**src/rtl/rv32i_multicycle_ctrl.sv**
```systemverilog
// Control sequencer for the multi-cycle RV32I core: walks fetch/decode/execute/memory/writeback,
// with a handshake watchdog, sticky fault cause and cycle/instret counters.
module rv32i_multicycle_ctrl #(
    parameter int CNT_WIDTH = 32,
    parameter int TIMEOUT   = 16
) (
    input  logic                 clock,
    input  logic                 reset,
    input  logic [6:0]           opcode,
    input  logic                 exec_fault,
    input  logic                 imem_ready,
    input  logic                 dmem_ready,
    input  logic                 mem_fault,
    output logic                 imem_req,
    output logic                 ir_en,
    output logic                 dmem_req,
    output logic                 dmem_we,
    output logic                 rf_we,
    output logic                 pc_en,
    output logic [2:0]           state,
    output logic [1:0]           fault_cause,
    output logic [CNT_WIDTH-1:0] cycle_count,
    output logic [CNT_WIDTH-1:0] instret_count
);

    typedef enum logic [2:0] {
        S_FETCH     = 3'd0,
        S_DECODE    = 3'd1,
        S_EXECUTE   = 3'd2,
        S_MEMORY    = 3'd3,
        S_WRITEBACK = 3'd4,
        S_HALT      = 3'd5,
        S_FAULT     = 3'd6
    } state_t;

    typedef enum logic [1:0] {
        CAUSE_NONE    = 2'd0,
        CAUSE_EXEC    = 2'd1,
        CAUSE_MEM     = 2'd2,
        CAUSE_TIMEOUT = 2'd3
    } cause_t;

    localparam logic [6:0] OP_LOAD     = 7'b0000011;
    localparam logic [6:0] OP_STORE    = 7'b0100011;
    localparam logic [6:0] OP_BRANCH   = 7'b1100011;
    localparam logic [6:0] OP_JAL      = 7'b1101111;
    localparam logic [6:0] OP_JALR     = 7'b1100111;
    localparam logic [6:0] OP_OP       = 7'b0110011;
    localparam logic [6:0] OP_OP_IMM   = 7'b0010011;
    localparam logic [6:0] OP_LUI      = 7'b0110111;
    localparam logic [6:0] OP_AUIPC    = 7'b0010111;
    localparam logic [6:0] OP_MISC_MEM = 7'b0001111;
    localparam logic [6:0] OP_SYSTEM   = 7'b1110011;

    // The wait counter only has to reach TIMEOUT-1; the cycle after that is the fault.
    localparam int              WAIT_W    = (TIMEOUT > 1) ? $clog2(TIMEOUT) : 1;
    localparam logic [WAIT_W-1:0] WAIT_LAST = WAIT_W'((TIMEOUT > 0) ? TIMEOUT - 1 : 0);
    localparam bit              WDOG_EN   = (TIMEOUT > 0);

    state_t            cur_state;
    state_t            next_state;
    cause_t            rec_cause;
    logic [WAIT_W-1:0] wait_cnt;
    logic              is_legal;
    logic              is_mem;
    logic              is_store;
    logic              writes_rf;
    logic              waiting;
    logic              timed_out;
    logic              active;

    always_comb begin
        is_legal = 1'b0;
        case (opcode)
            OP_LOAD, OP_STORE, OP_BRANCH, OP_JAL, OP_JALR, OP_OP, OP_OP_IMM,
            OP_LUI, OP_AUIPC, OP_MISC_MEM, OP_SYSTEM: is_legal = 1'b1;
            default:                                  is_legal = 1'b0;
        endcase
    end

    assign is_store  = (opcode == OP_STORE);
    assign is_mem    = (opcode == OP_LOAD) || is_store;
    assign writes_rf = !(is_store || (opcode == OP_BRANCH) || (opcode == OP_MISC_MEM));

    assign waiting   = ((cur_state == S_FETCH)  && !imem_ready) ||
                       ((cur_state == S_MEMORY) && !dmem_ready);
    assign timed_out = WDOG_EN && waiting && (wait_cnt == WAIT_LAST);
    assign active    = (cur_state != S_HALT) && (cur_state != S_FAULT);

    always_comb begin
        next_state = cur_state;
        rec_cause  = CAUSE_NONE;
        imem_req   = 1'b0;
        ir_en      = 1'b0;
        dmem_req   = 1'b0;
        dmem_we    = 1'b0;
        rf_we      = 1'b0;
        pc_en      = 1'b0;
        case (cur_state)
            S_FETCH: begin
                imem_req = 1'b1;
                if (imem_ready) begin
                    ir_en      = 1'b1;
                    next_state = S_DECODE;
                end else if (timed_out) begin
                    next_state = S_FAULT;
                    rec_cause  = CAUSE_TIMEOUT;
                end
            end
            S_DECODE: begin
                if (!is_legal) begin
                    next_state = S_FAULT;
                    rec_cause  = CAUSE_EXEC;
                end else if (opcode == OP_SYSTEM) begin
                    next_state = S_HALT;
                end else begin
                    next_state = S_EXECUTE;
                end
            end
            S_EXECUTE: begin
                if (exec_fault) begin
                    next_state = S_FAULT;
                    rec_cause  = CAUSE_EXEC;
                end else if (is_mem) begin
                    next_state = S_MEMORY;
                end else begin
                    next_state = S_WRITEBACK;
                end
            end
            S_MEMORY: begin
                dmem_req = 1'b1;
                dmem_we  = is_store;
                // A completing handshake takes priority over an expiring watchdog.
                if (dmem_ready) begin
                    if (mem_fault) begin
                        next_state = S_FAULT;
                        rec_cause  = CAUSE_MEM;
                    end else begin
                        next_state = S_WRITEBACK;
                    end
                end else if (timed_out) begin
                    next_state = S_FAULT;
                    rec_cause  = CAUSE_TIMEOUT;
                end
            end
            S_WRITEBACK: begin
                pc_en      = 1'b1;
                rf_we      = writes_rf;
                next_state = S_FETCH;
            end
            default: next_state = cur_state;
        endcase
    end

    always_ff @(posedge clock) begin
        if (reset) begin
            cur_state     <= S_FETCH;
            fault_cause   <= CAUSE_NONE;
            cycle_count   <= '0;
            instret_count <= '0;
            wait_cnt      <= '0;
        end else begin
            cur_state <= next_state;
            if ((cur_state != S_FAULT) && (next_state == S_FAULT)) begin
                fault_cause <= rec_cause;
            end
            if (active) begin
                cycle_count <= cycle_count + CNT_WIDTH'(1);
            end
            if (pc_en) begin
                instret_count <= instret_count + CNT_WIDTH'(1);
            end
            // Cleared whenever not actively waiting, so every FETCH/MEMORY entry starts at zero.
            if (waiting && !timed_out) begin
                wait_cnt <= wait_cnt + WAIT_W'(1);
            end else begin
                wait_cnt <= '0;
            end
        end
    end

    assign state = cur_state;

endmodule

```
**config.mk**
```make
export PLATFORM = sky130hd
export DESIGN_NAME = rv32i_multicycle_ctrl
export DESIGN_NICKNAME = d
export VERILOG_FILES = /design/src/rtl/rv32i_multicycle_ctrl.sv
export SDC_FILE = /design/constraint.sdc
export NUM_CORES = 1
export LEC_CHECK = 0
export CAP_MARGIN = 25
export CORE_AREA = 10 10 70 130
export DETAILED_ROUTE_END_ITERATION = 16
export DIE_AREA = 0 0 80 140
export PLACE_DENSITY = 0.88
export SKIP_LAST_GASP = 1
export SYNTH_ARGS = -nofsm -noshare
export SYNTH_HDL_FRONTEND = slang
export SYNTH_SLANG_ARGS = --single-unit
```
**constraint.sdc**
```tcl
create_clock -name clock -period 3.3 [get_ports clock]
set_input_delay 0.33 -clock clock [delete_from_list [all_inputs] [get_ports clock]]
set_output_delay 0.33 -clock clock [all_outputs]
set_load 0.05 [all_outputs]
```
Word level (Yosys, flattened, before mapping)
Index checks and enable logic that the tools add are counted.
{"block": "totals", "out_inout_bits": 75, "in_bits": 13, "reg_bits": 73}
{"block": "op_classes", "n_addsub": 3, "reduce_logical": 17, "n_eq_ne": 19, "mux": 24, "bitwise_logic": 1}
{"operator": "$add A32 B1 Y32 const B", "count": 2}
{"operator": "$eq A7 B7 Y1 const B", "count": 4}
{"operator": "$eq A7 B6 Y1 const B", "count": 3}
{"operator": "$mux W3", "count": 7}
{"operator": "$pmux W3 S5", "count": 1}
{"operator": "$eq A7 B5 Y1 const B", "count": 2}
{"operator": "$reduce_or A11 Y1", "count": 1}
{"operator": "$mux W1", "count": 10}
{"operator": "$mux W2", "count": 5}
{"operator": "$pmux W2 S4", "count": 1}
{"operator": "$eq A7 B2 Y1 const B", "count": 1}
{"operator": "$eq A7 B4 Y1 const B", "count": 1}
{"operator": "$eq A3 B2 Y1 const B", "count": 2}
{"operator": "$eq A3 B3 Y1 const B", "count": 2}
{"operator": "$logic_and A1 B1 Y1", "count": 6}
{"operator": "$ne A3 B3 Y1 const B", "count": 2}
{"operator": "$add A4 B1 Y4 const B", "count": 1}
{"operator": "$eq A4 B4 Y1 const B", "count": 1}
{"operator": "$logic_not A1 Y1", "count": 4}
{"operator": "$logic_or A1 B1 Y1", "count": 4}
{"operator": "$eq A3 B1 Y1 const B", "count": 1}
{"operator": "$logic_not A3 Y1", "count": 1}
{"operator": "$reduce_or A2 Y1", "count": 1}
{"operator": "$not A1 Y1", "count": 1}

Longest topological paths before layout
Gate-level depths: netlist of run 1.
{"block": "depth", "ltp_word": 9, "mapped_depth": 7, "mapped_depth_nobuf": 6}

Worst setup path before layout of run 1
Ideal clock, no wire load.
{"block": "synth_timing", "kind": "reg2reg", "start": "register cur_state[2], in the netlist state[2]", "end": "register instret_count[26]", "stages_incl_launch_ff": 8, "slack_ns": 0.426, "path_buffers": 2, "setup_time_ns": 0.121, "period_less_slack_ns": 2.874, "arrival_ns": 2.754, "required_ns": 3.179, "cell_sequence": "dfxtp_1 > buf_4 > nor3b_4 > nand3_2 > or4_1 > buf_2 > nor3_1 > mux2_2"}
{"block": "synth_via", "elab_chain_len": 2}
{"element": "from (decl)", "line_no": "60", "rtl": "state_t cur_state;"}
{"element": "from (signal assigned)", "line_no": "163", "rtl": "cur_state <= next_state;"}
{"element": "$eq A3 B3 Y1", "line_no": "99", "rtl": "case (cur_state)"}
{"element": "$mux W1", "line_no": "99"}
{"element": "net pc_en", "line_no": "19", "rtl": "output logic pc_en,"}
{"element": "to (signal assigned)", "line_no": "171", "rtl": "instret_count <= instret_count + CNT_WIDTH'(1);"}
{"element": "to (decl)", "line_no": "23", "rtl": "output logic [CNT_WIDTH-1:0] instret_count"}
The timed path passes the listed nets, and every way through them passes these cells.
A chain may end at the register's enable or synchronous reset.

Worst setup path after layout of run 1
{"block": "layout_timing", "start": "input opcode[4]", "end": "output dmem_we"}
{"block": "layout_via", "elab_chain_len": 2}
{"element": "from (decl)", "line_no": "9", "rtl": "input logic [6:0] opcode,"}
{"element": "$eq A7 B6 Y1", "line_no": "81", "rtl": "assign is_store = (opcode == OP_STORE);"}
{"element": "$mux W1", "line_no": "99"}
{"element": "to (decl)", "line_no": "17", "rtl": "output logic dmem_we,"}
No other way between the ends.

==> flow_metrics.env, run 1 <==
export IMPL_synth_top_family_by_area="simple AND/OR/NAND/NOR gates"
export IMPL_place_inst=600
export IMPL_clock_sinks=73
export IMPL_switchingPower_mw=0.6572
export IMPL_finalWirelength_um=9991
export IMPL_p_per_area_mw_per_mm2=499.9
export IMPL_clock_fmax_mhz=341.1
export IMPL_skew_ns=0.006660
export IMPL_synth_edf_count=0
export IMPL_cts_resized=0
export IMPL_grt_pass1_wl_um=16030
export IMPL_p_int_mw=1.800
export IMPL_start_kind="input pin"
export IMPL_min_period_over_period_pct=88.83
export IMPL_chipHeight_um=140
export IMPL_drtAntennaViolNets=0
export IMPL_yosysMostFrequentCell="dfxtp_1"
export IMPL_rows=43
export IMPL_vias_per_cell=5.747
export IMPL_rsz0062_at_grt="no"
export IMPL_drive_gt1_share_pct=6.274
export IMPL_clockBufferDepth=2
export IMPL_endpoint_kind="primary output"
export IMPL_synth_top_area_share_pct=40.05
export IMPL_yosys_area_share_xor_xnor_pct=11.28
export IMPL_ys_warn_count=0
export IMPL_setup_viol=0
export IMPL_max_slew_worst_pin_slew_ns=0.9455
export IMPL_track_usage_pct=17.57
export IMPL_swShare_pct=26.75
export IMPL_routabilityCongestion=0.8463
export IMPL_path_clk_slew_ns=0.05
export IMPL_ys_top_cells_by_count="73 x dfxtp_1, 65 x nor2_1, 31 x nand2_1"
export IMPL_final_core_util_pct=70.27
export IMPL_cts_inserted_buffers=9
export IMPL_p_comb_share_pct=16.0
export IMPL_synth_top_area_cell="dfxtp_1"
export IMPL_fin_tns_setup_ns=0
export IMPL_drv_cap=0
export IMPL_drc=0
export IMPL_cp_arrival_ns=2.60
export IMPL_hpwl_um=7300
export IMPL_layout_setup_ws_ns=0.3686
export IMPL_cts_post_setup_buffers_inserted=0
export IMPL_ios=88
export IMPL_yosys_area_share_simple_pct=33.33
export IMPL_maxSlewViolCount=0
export IMPL_crit_type="input pin to primary output"
export IMPL_synthesis_area_mm2=0.003648
export IMPL_synth_compound_area_share_pct=8.368
export IMPL_synthMuxAreaShare_pct=1.509
export IMPL_dieArea_mm2=0.01120
export IMPL_cts_root_buf="clkbuf_16"
export IMPL_worstHoldPathType="register to register"
export IMPL_htreeDepth=3
export IMPL_pwr_share_clk_pct=45.4
export IMPL_netlist_instances=438
export IMPL_slew_headroom_pct=36.97
export IMPL_grt_overflow_total=0
export IMPL_path_max_fanout=7
export IMPL_finalHoldViolations=0
export IMPL_numPortBuffers=87
export IMPL_cts_hold_buf=0
export IMPL_area_growth_syn_to_layout_pct=34.70
export IMPL_insertion_delay_ns=0.34
export IMPL_fillers=568
export IMPL_routedWlPerCell_um=16.22
export IMPL_seq_power_share_pct=38.6
export IMPL_seq_area_frac_synth_pct=40.05
export IMPL_synth_nets=454
export IMPL_grt_max_degree=54
export IMPL_async_flop_share_pct=0
export IMPL_ys_ff_latch=73
export IMPL_status="finished, final reports clean"
export IMPL_post_route_min_period_ns=2.931
export IMPL_dr_pass1_iters=4
export IMPL_initial_core_util_pct=52.16
export IMPL_synth_fa_ha_area_share_pct=1.029
export IMPL_dp_worst_setup_slack_ns=0.3937
export IMPL_drt_iter0_drc=230
export IMPL_synth_cell_type_count=56
export IMPL_nNetsFinal=537
export IMPL_cp_required_ns=2.97
export IMPL_die_x_um=80
export IMPL_grt_pass1_vias=3400
export IMPL_irDropWorstVdd_mv=0.4009
export IMPL_fin_cells=616
export IMPL_synthTopCellsByArea="dfxtp_1 40%, nor2_1 6.7%, xor2_1 5.8%"
export IMPL_synth_flop_cell="dfxtp_1"
export IMPL_vias=3540
export IMPL_antenna_cells=0
export IMPL_antenna_found_initial=0
export IMPL_syn_mean_instance_area_um2=8.330
export IMPL_core_area_mm2=0.006994
export IMPL_cts_tree="built"
export IMPL_p_leak_nw=1.676
worst max-delay path, cell delays in order:
cell and delay, ns:
clkdlybuf4s50_1 0.52, nor4bb_1 0.57, and2_1 0.22, and3_1 0.15, clkdlybuf4s50_1 0.81
final timing paths:
kind	slack [ns]	from	depth (start not counted)	endpoint
setup reg to reg	0.92	state[0]	5	instret_count[26]
hold reg to reg	0.45	wait_cnt[0]	1	wait_cnt[0]
setup / recovery	0.37	opcode[4]	5	dmem_we
hold / removal	0.45	wait_cnt[0]	1	wait_cnt[0]
registers in the layout, indices dropped and copies added, names as in the netlist:
signal / flops
wait_cnt: 4
fault_cause: 2
cycle_count: 32
instret_count: 32
state: 3
logic make-up after synthesis:
group / count (synthesis)
xor gates and xnor gates: 47
DFF: 73
buffers and inverters: 37
and+or+nand+nor: 225
adders and majority gates: 3
AOI/OAI and AO/OA: 48
muxes: 5
routing by layer:
| layer | track usage (%) | routed length, µm | up-vias | part of all wire, % |
|---|---|---|---|---|
| met5 | 0 | 0 | - | 0 |
| met4 | 10.07 | 293 | 0 | 2.9 |
| met3 | 4.872 | 683 | 28 | 6.8 |
| met2 | 31.66 | 5317 | 140 | 53 |
| met1 | 16.88 | 3697 | 1650 | 37 |
| li1 | - | - | 1722 | - |
power groups by stage:
stage          Clock (mW)  Combinational (mW)  Sequential, mW
6_report             1.12               0.392           0.948
3_5_place_dp            0               0.388           0.966
5_1_grt              1.17               0.417           0.953
2_1_floorplan           0               0.218            1.01
3_3_place_gp            0               0.384           0.964
4_1_cts              1.13               0.392           0.947
area by class of cell:
cell class | count | area [µm²] | share of cell area, %
Clock inverter | 6 | 105.1 | 2.138
Inverter | 16 | 60.06 | 1.222
Multi-Input combinational cell | 328 | 2026 | 41.22
Sequential cell | 73 | 1461 | 29.74
Tap cell | 90 | 112.6 | 2.291
Clock buffer | 10 | 239.0 | 4.863
Timing Repair Buffer | 93 | 910.9 | 18.53
cells in the final DEF, fill, tap and decap left out, drive strengths merged, types with 4 or more instances in the layout:
cell type / count
clkdlybuf4s50: 86
buf: 7
dfxtp: 73
nand2: 31
nor2: 65
or4: 8
o21ai: 14
clkbuf: 10
a21oi: 13
xnor2: 23
or3: 13
nand3: 20
nor4: 12
inv: 16
nor2b: 6
and4: 8
and3: 7
nor3: 11
xor2: 24
mux2: 4
nand4: 24
and2: 5
metrics by stage:
step,cell area [µm²],hold slack [ns],total power [mW]
2_1_floorplan,3649,0.4175,1.232
3_3_place_gp,4571,0.4309,1.348
3_5_place_dp,4571,0.4433,1.355
4_1_cts,4915,0.4555,2.467
5_1_grt,4915,0.4788,2.536
6_report,4915,0.4528,2.457
Power figures use the tool's default switching activity.
==> run 2, diff against run 1 <==
CORE_AREA = 10 10 87 104   (was 10 10 70 130)
DIE_AREA = 0 0 97 114   (was 0 0 80 140)
PLACE_DENSITY = 0.83   (was 0.88)
REMOVE_ABC_BUFFERS = 1   (was default)
==> flow_metrics.env, run 2 (synthesis gave the netlist of run 1 again) <==
export IMPL_path_max_fanout=7
export IMPL_min_period_over_period_pct=87.40
export IMPL_vias_per_cell=5.619
export IMPL_die_x_um=97
export IMPL_drtAntennaViolNets=0
export IMPL_grt_max_degree=63
export IMPL_endpoint_kind="primary output"
export IMPL_grt_pass1_vias=3362
export IMPL_dieArea_mm2=0.01106
export IMPL_insertion_delay_ns=0.34
export IMPL_worstHoldPathType="input pin to register"
export IMPL_clock_sinks=73
export IMPL_r2r_setup_slack_ns=0.89
export IMPL_vias=3467
export IMPL_p_leak_nw=1.623
export IMPL_status="finished, final reports clean"
export IMPL_antenna_cells=0
export IMPL_layout_setup_ws_ns=0.4158
export IMPL_track_usage_pct=16.13
export IMPL_ios=88
export IMPL_finalPower_mw=2.072
export IMPL_dp_worst_setup_slack_ns=0.4564
export IMPL_multi_input_area_mm2=0.002026
export IMPL_fin_tns_setup_ns=0
export IMPL_cp_arrival_ns=2.55
export IMPL_clockBufferDepth=2
export IMPL_drt_iter0_drc=250
export IMPL_setup_viol=0
export IMPL_crit_top_cell="clkdlybuf4s50_1"
export IMPL_final_common_cell="clkdlybuf4s50_1"
export IMPL_finalHoldViolations=0
export IMPL_chipHeight_um=114
export IMPL_cts_post_setup_buffers_inserted=0
export IMPL_final_cell_mix="86 x clkdlybuf4s50_1, 73 x dfxtp_1, 65 x nor2_1"
export IMPL_cts_hold_buf=0
export IMPL_path_clk_slew_ns=0.09
export IMPL_fillers=580
export IMPL_routabilityCongestion=0.8880
export IMPL_numPortBuffers=87
export IMPL_cp_required_ns=2.97
export IMPL_cts_root_buf="clkbuf_8"
export IMPL_max_slew_worst_pin_slew_ns=0.6293
export IMPL_routedWlPerCell_um=15.11
export IMPL_p_per_area_mw_per_mm2=431.4
export IMPL_cts_inserted_buffers=9
export IMPL_slew_headroom_pct=57.80
export IMPL_start_kind="input pin"
export IMPL_crit_type="input pin to primary output"
export IMPL_antenna_found_initial=0
export IMPL_core_area_mm2=0.007104
export IMPL_finalWirelength_um=9323
export IMPL_drc=0
export IMPL_cts_resized=0
export IMPL_clock_fmax_mhz=346.7
export IMPL_drive_gt1_share_pct=6.452
export IMPL_crit_chain="clkdlybuf4s50_1 > nor4bb_1 > and2_1 > and3_1 > clkdlybuf4s50_1"
export IMPL_top_regs="cycle_count x32, instret_count x32, wait_cnt x4"
export IMPL_rows=34
export IMPL_ff_latch_area_mm2=0.001461
export IMPL_maxSlewViolCount=0
export IMPL_drv_cap=0
export IMPL_htreeDepth=3
export IMPL_cts_tree="built"
export IMPL_max_stage_delay_ns=0.80
export IMPL_irDropWorstVdd_mv=0.3470
export IMPL_nNetsFinal=538
export IMPL_dr_pass1_iters=6
export IMPL_skew_ns=0.01490
export IMPL_cp_slowest_cell="clkdlybuf4s50_1"
export IMPL_final_core_util_pct=67.61
export IMPL_rsz0062_at_grt="no"
export IMPL_initial_core_util_pct=51.36
export IMPL_post_route_min_period_ns=2.884
export IMPL_timing_hold_ws_ns=0.2387
export IMPL_area_growth_syn_to_layout_pct=31.65
export IMPL_hpwl_um=6779
export IMPL_grt_overflow_total=0
export IMPL_grt_pass1_wl_um=15670
run 2: cell count changes in the layout (fill, tap and decap cells not counted):
cell       previous run  this run
inv_6                 0         2
bufinv_16             3         1
clkbuf_16             9         0
clkbuf_8              1        11
clkinv_4              0         1
clkinv_2              3         1
buf_12                0         1
run 2: metrics by stage:
stage          instance area, µm²  cells
2_1_floorplan                3547    417
3_3_place_gp                 4571    600
3_5_place_dp                 4571    600
4_1_cts                      4783    616
6_report                     4803    617
5_1_grt                      4803    617
run 2: metal layers:
| layer | track usage, % | vias up | share of wire, % |
|---|---|---|---|
| met3 | 5.445 | 11 | 6.7 |
| met1 | 17.86 | 1644 | 41 |
| met2 | 28.62 | 91 | 51 |
| li1 | - | 1721 | - |
| met4 | 4.729 | 0 | 1.3 |
| met5 | 0 | - | 0 |
run 2: final timing paths:
check / end / cells after the start / startpoint
setup / recovery: dmem_we / 5 / opcode[4]
hold reg to reg: wait_cnt[0] / 1 / wait_cnt[0]
hold / removal: instret_count[11] / 2 / reset
setup reg to reg: instret_count[26] / 5 / state[0]
run 2: layout make-up:
type                       instances  share of cell area [%]
clock buffer                      11                   3.152
clock inverter                     5                   1.276
multi-input combinational        328                   42.17
timing repair buffer              94                   19.38
tap                               90                   2.344
inverter                          16                   1.250
sequential                        73                   30.42
run 2: power breakdown:
| group | switching [mW] | internal [mW] |
|---|---|---|
| logic | 0.251 | 0.143 |
| clock network | 0.339 | 0.396 |
| registers | 0.0401 | 0.903 |
run 2: worst max-delay path, delay by kind of cell:
family                 cells  cell delay (ns)
buffers and inverters      2             1.31
AND/OR/NAND/NOR            3             0.91
==> run 3, diff against run 2 <==
GPL_TIMING_DRIVEN = 0   (was default)
MAX_ROUTING_LAYER = met4   (was default)
==> flow_metrics.env, run 3 (synthesis gave the netlist of run 1 again) <==
export IMPL_status="finished, final reports clean"
export IMPL_cts_root_buf="clkbuf_8"
export IMPL_path_max_fanout=7
export IMPL_hpwl_um=6792
export IMPL_max_slew_worst_pin_slew_ns=0.9815
export IMPL_insertion_delay_ns=0.34
export IMPL_grt_pass1_wl_um=15680
export IMPL_crit_buf_inv=2
export IMPL_final_common_cell="clkdlybuf4s50_1"
export IMPL_dr_pass1_iters=5
export IMPL_crit_chain="clkdlybuf4s50_1 > nor4bb_1 > and2_1 > and3_1 > clkdlybuf4s50_1"
export IMPL_path_clk_slew_ns=0.07
export IMPL_maxSlewViolCount=0
export IMPL_track_usage_pct=16.77
export IMPL_irDropWorstVdd_mv=0.3753
export IMPL_grt_max_degree=48
export IMPL_cts_tree="built"
export IMPL_grt_pass1_vias=3426
export IMPL_area_growth_syn_to_layout_pct=31.34
export IMPL_hold_end="wait_cnt[0]"
export IMPL_drtAntennaViolNets=0
export IMPL_post_route_min_period_ns=2.911
export IMPL_initial_core_util_pct=51.36
export IMPL_final_core_util_pct=67.45
export IMPL_max_stage_delay_ns=0.80
export IMPL_place_inst=596
export IMPL_worstHoldPathType="register to register"
export IMPL_cp_required_ns=2.97
export IMPL_routabilityCongestion=0.8914
export IMPL_rows=34
export IMPL_worst_r2r_cell_count=5
export IMPL_numPortBuffers=87
export IMPL_drv_cap=0
export IMPL_fin_cells=613
export IMPL_cts_hold_buf=0
export IMPL_cp_arrival_ns=2.58
export IMPL_start_kind="input pin"
export IMPL_clockBufferDepth=2
export IMPL_htreeDepth=3
export IMPL_vias_per_cell=5.604
export IMPL_antenna_cells=0
export IMPL_min_from="wait_cnt[0]"
export IMPL_finalHoldViolations=0
export IMPL_vias=3435
export IMPL_antenna_found_initial=0
export IMPL_drt_iter0_drc=211
export IMPL_grt_overflow_total=0
export IMPL_dieArea_mm2=0.01106
export IMPL_cts_inserted_buffers=9
export IMPL_top_regs="cycle_count x32, instret_count x32, wait_cnt x4"
export IMPL_finalWirelength_um=9211
export IMPL_clock_fmax_mhz=343.5
export IMPL_crit_type="input pin to primary output"
export IMPL_slew_headroom_pct=34.45
export IMPL_drc=0
export IMPL_nNetsFinal=534
export IMPL_drive_gt1_share_pct=5.927
export IMPL_crit_family="buffers and inverters"
export IMPL_setup_viol=0
export IMPL_r2r_setup_slack_ns=0.55
export IMPL_rsz0062_at_grt="no"
export IMPL_routedWlPerCell_um=15.03
export IMPL_min_period_over_period_pct=88.21
export IMPL_crit_top_cell="clkdlybuf4s50_1"
export IMPL_die_x_um=97
export IMPL_clock_sinks=73
export IMPL_finalPower_mw=2.118
export IMPL_p_leak_nw=1.608
export IMPL_ios=88
export IMPL_cts_post_setup_buffers_inserted=0
export IMPL_skew_ns=0.01421
export IMPL_cp_slowest_cell="clkdlybuf4s50_1"
export IMPL_min_path_cells=1
export IMPL_r2r_end="instret_count[30]"
export IMPL_p_per_area_mw_per_mm2=442.0
export IMPL_endpoint_kind="primary output"
export IMPL_chipHeight_um=114
export IMPL_final_cell_mix="86 x clkdlybuf4s50_1, 73 x dfxtp_1, 65 x nor2_1"
export IMPL_core_area_mm2=0.007104
export IMPL_cts_resized=0
export IMPL_worstReg2RegStart="state[2]"
-- run 3: cell count changes in the layout (fill, tap and decap cells not counted), sizes merged --
cell / previous run / this run
buf: 8 / 3
inv: 18 / 16
clkinvlp: 0 / 1
bufinv: 1 / 2
clkbuf: 11 / 12
-- run 3: per-stage QoR --
stage | setup slack, ns | setup TNS, ns | cell area (µm²) | hold WS, ns
floorplan | 0.2707 | 0 | 3547 | 0.3991
global placement | -0.05805 | -0.1775 | 4531 | 0.4280
detailed placement | 0.4284 | 0 | 4556 | 0.4384
CTS | 0.3840 | 0 | 4785 | 0.4496
global route | 0.2541 | 0 | 4792 | 0.4809
finish | 0.3890 | 0 | 4792 | 0.4443
-- run 3: layer usage --
layer	global-route usage (%)	wire, µm	vias to the layer above
li1	-	-	1709
met1	18.66	4001	1634
met2	28.08	4665	84
met3	4.658	432	8
met4	6.305	112	0
met5	-	0	-
-- run 3: how the worst max path moves through the flow --
stage                        endpoint  cells after the start  slack (ns)  startpoint
finish                        dmem_we                      5        0.39   opcode[4]
global route                    rf_we                      3        0.25    state[2]
CTS                             rf_we                      3        0.38    state[2]
detailed placement            dmem_we                      5        0.43   opcode[4]
global placement       fault_cause[0]                      4       -0.06       reset
floorplan           instret_count[26]                      5        0.27    state[2]
-- run 3: worst register-to-register path: cells and delay by family, from the launching register on --
kind             cells  cell delay (ns)
AND/OR/NAND/NOR      4             1.56
flip-flops           1             0.74
multiplexers         1             0.34
-- run 3: area by class of cell --
| class | instances | area (µm²) |
|---|---|---|
| tap | 90 | 112.6 |
| fill | 584 | 2312 |
| inverter | 16 | 60.06 |
| sequential | 73 | 1461 |
| clock buffer | 11 | 151.4 |
| multi-input combinational | 328 | 2031 |
| timing repair buffer | 90 | 898.4 |
| clock inverter | 5 | 77.57 |
-- run 3: power by group --
group	switching, mW	internal [mW]	leakage [nW]
Combinational	0.236	0.139	0.904
Clock	0.325	0.465	0.115
Sequential	0.0503	0.903	0.589
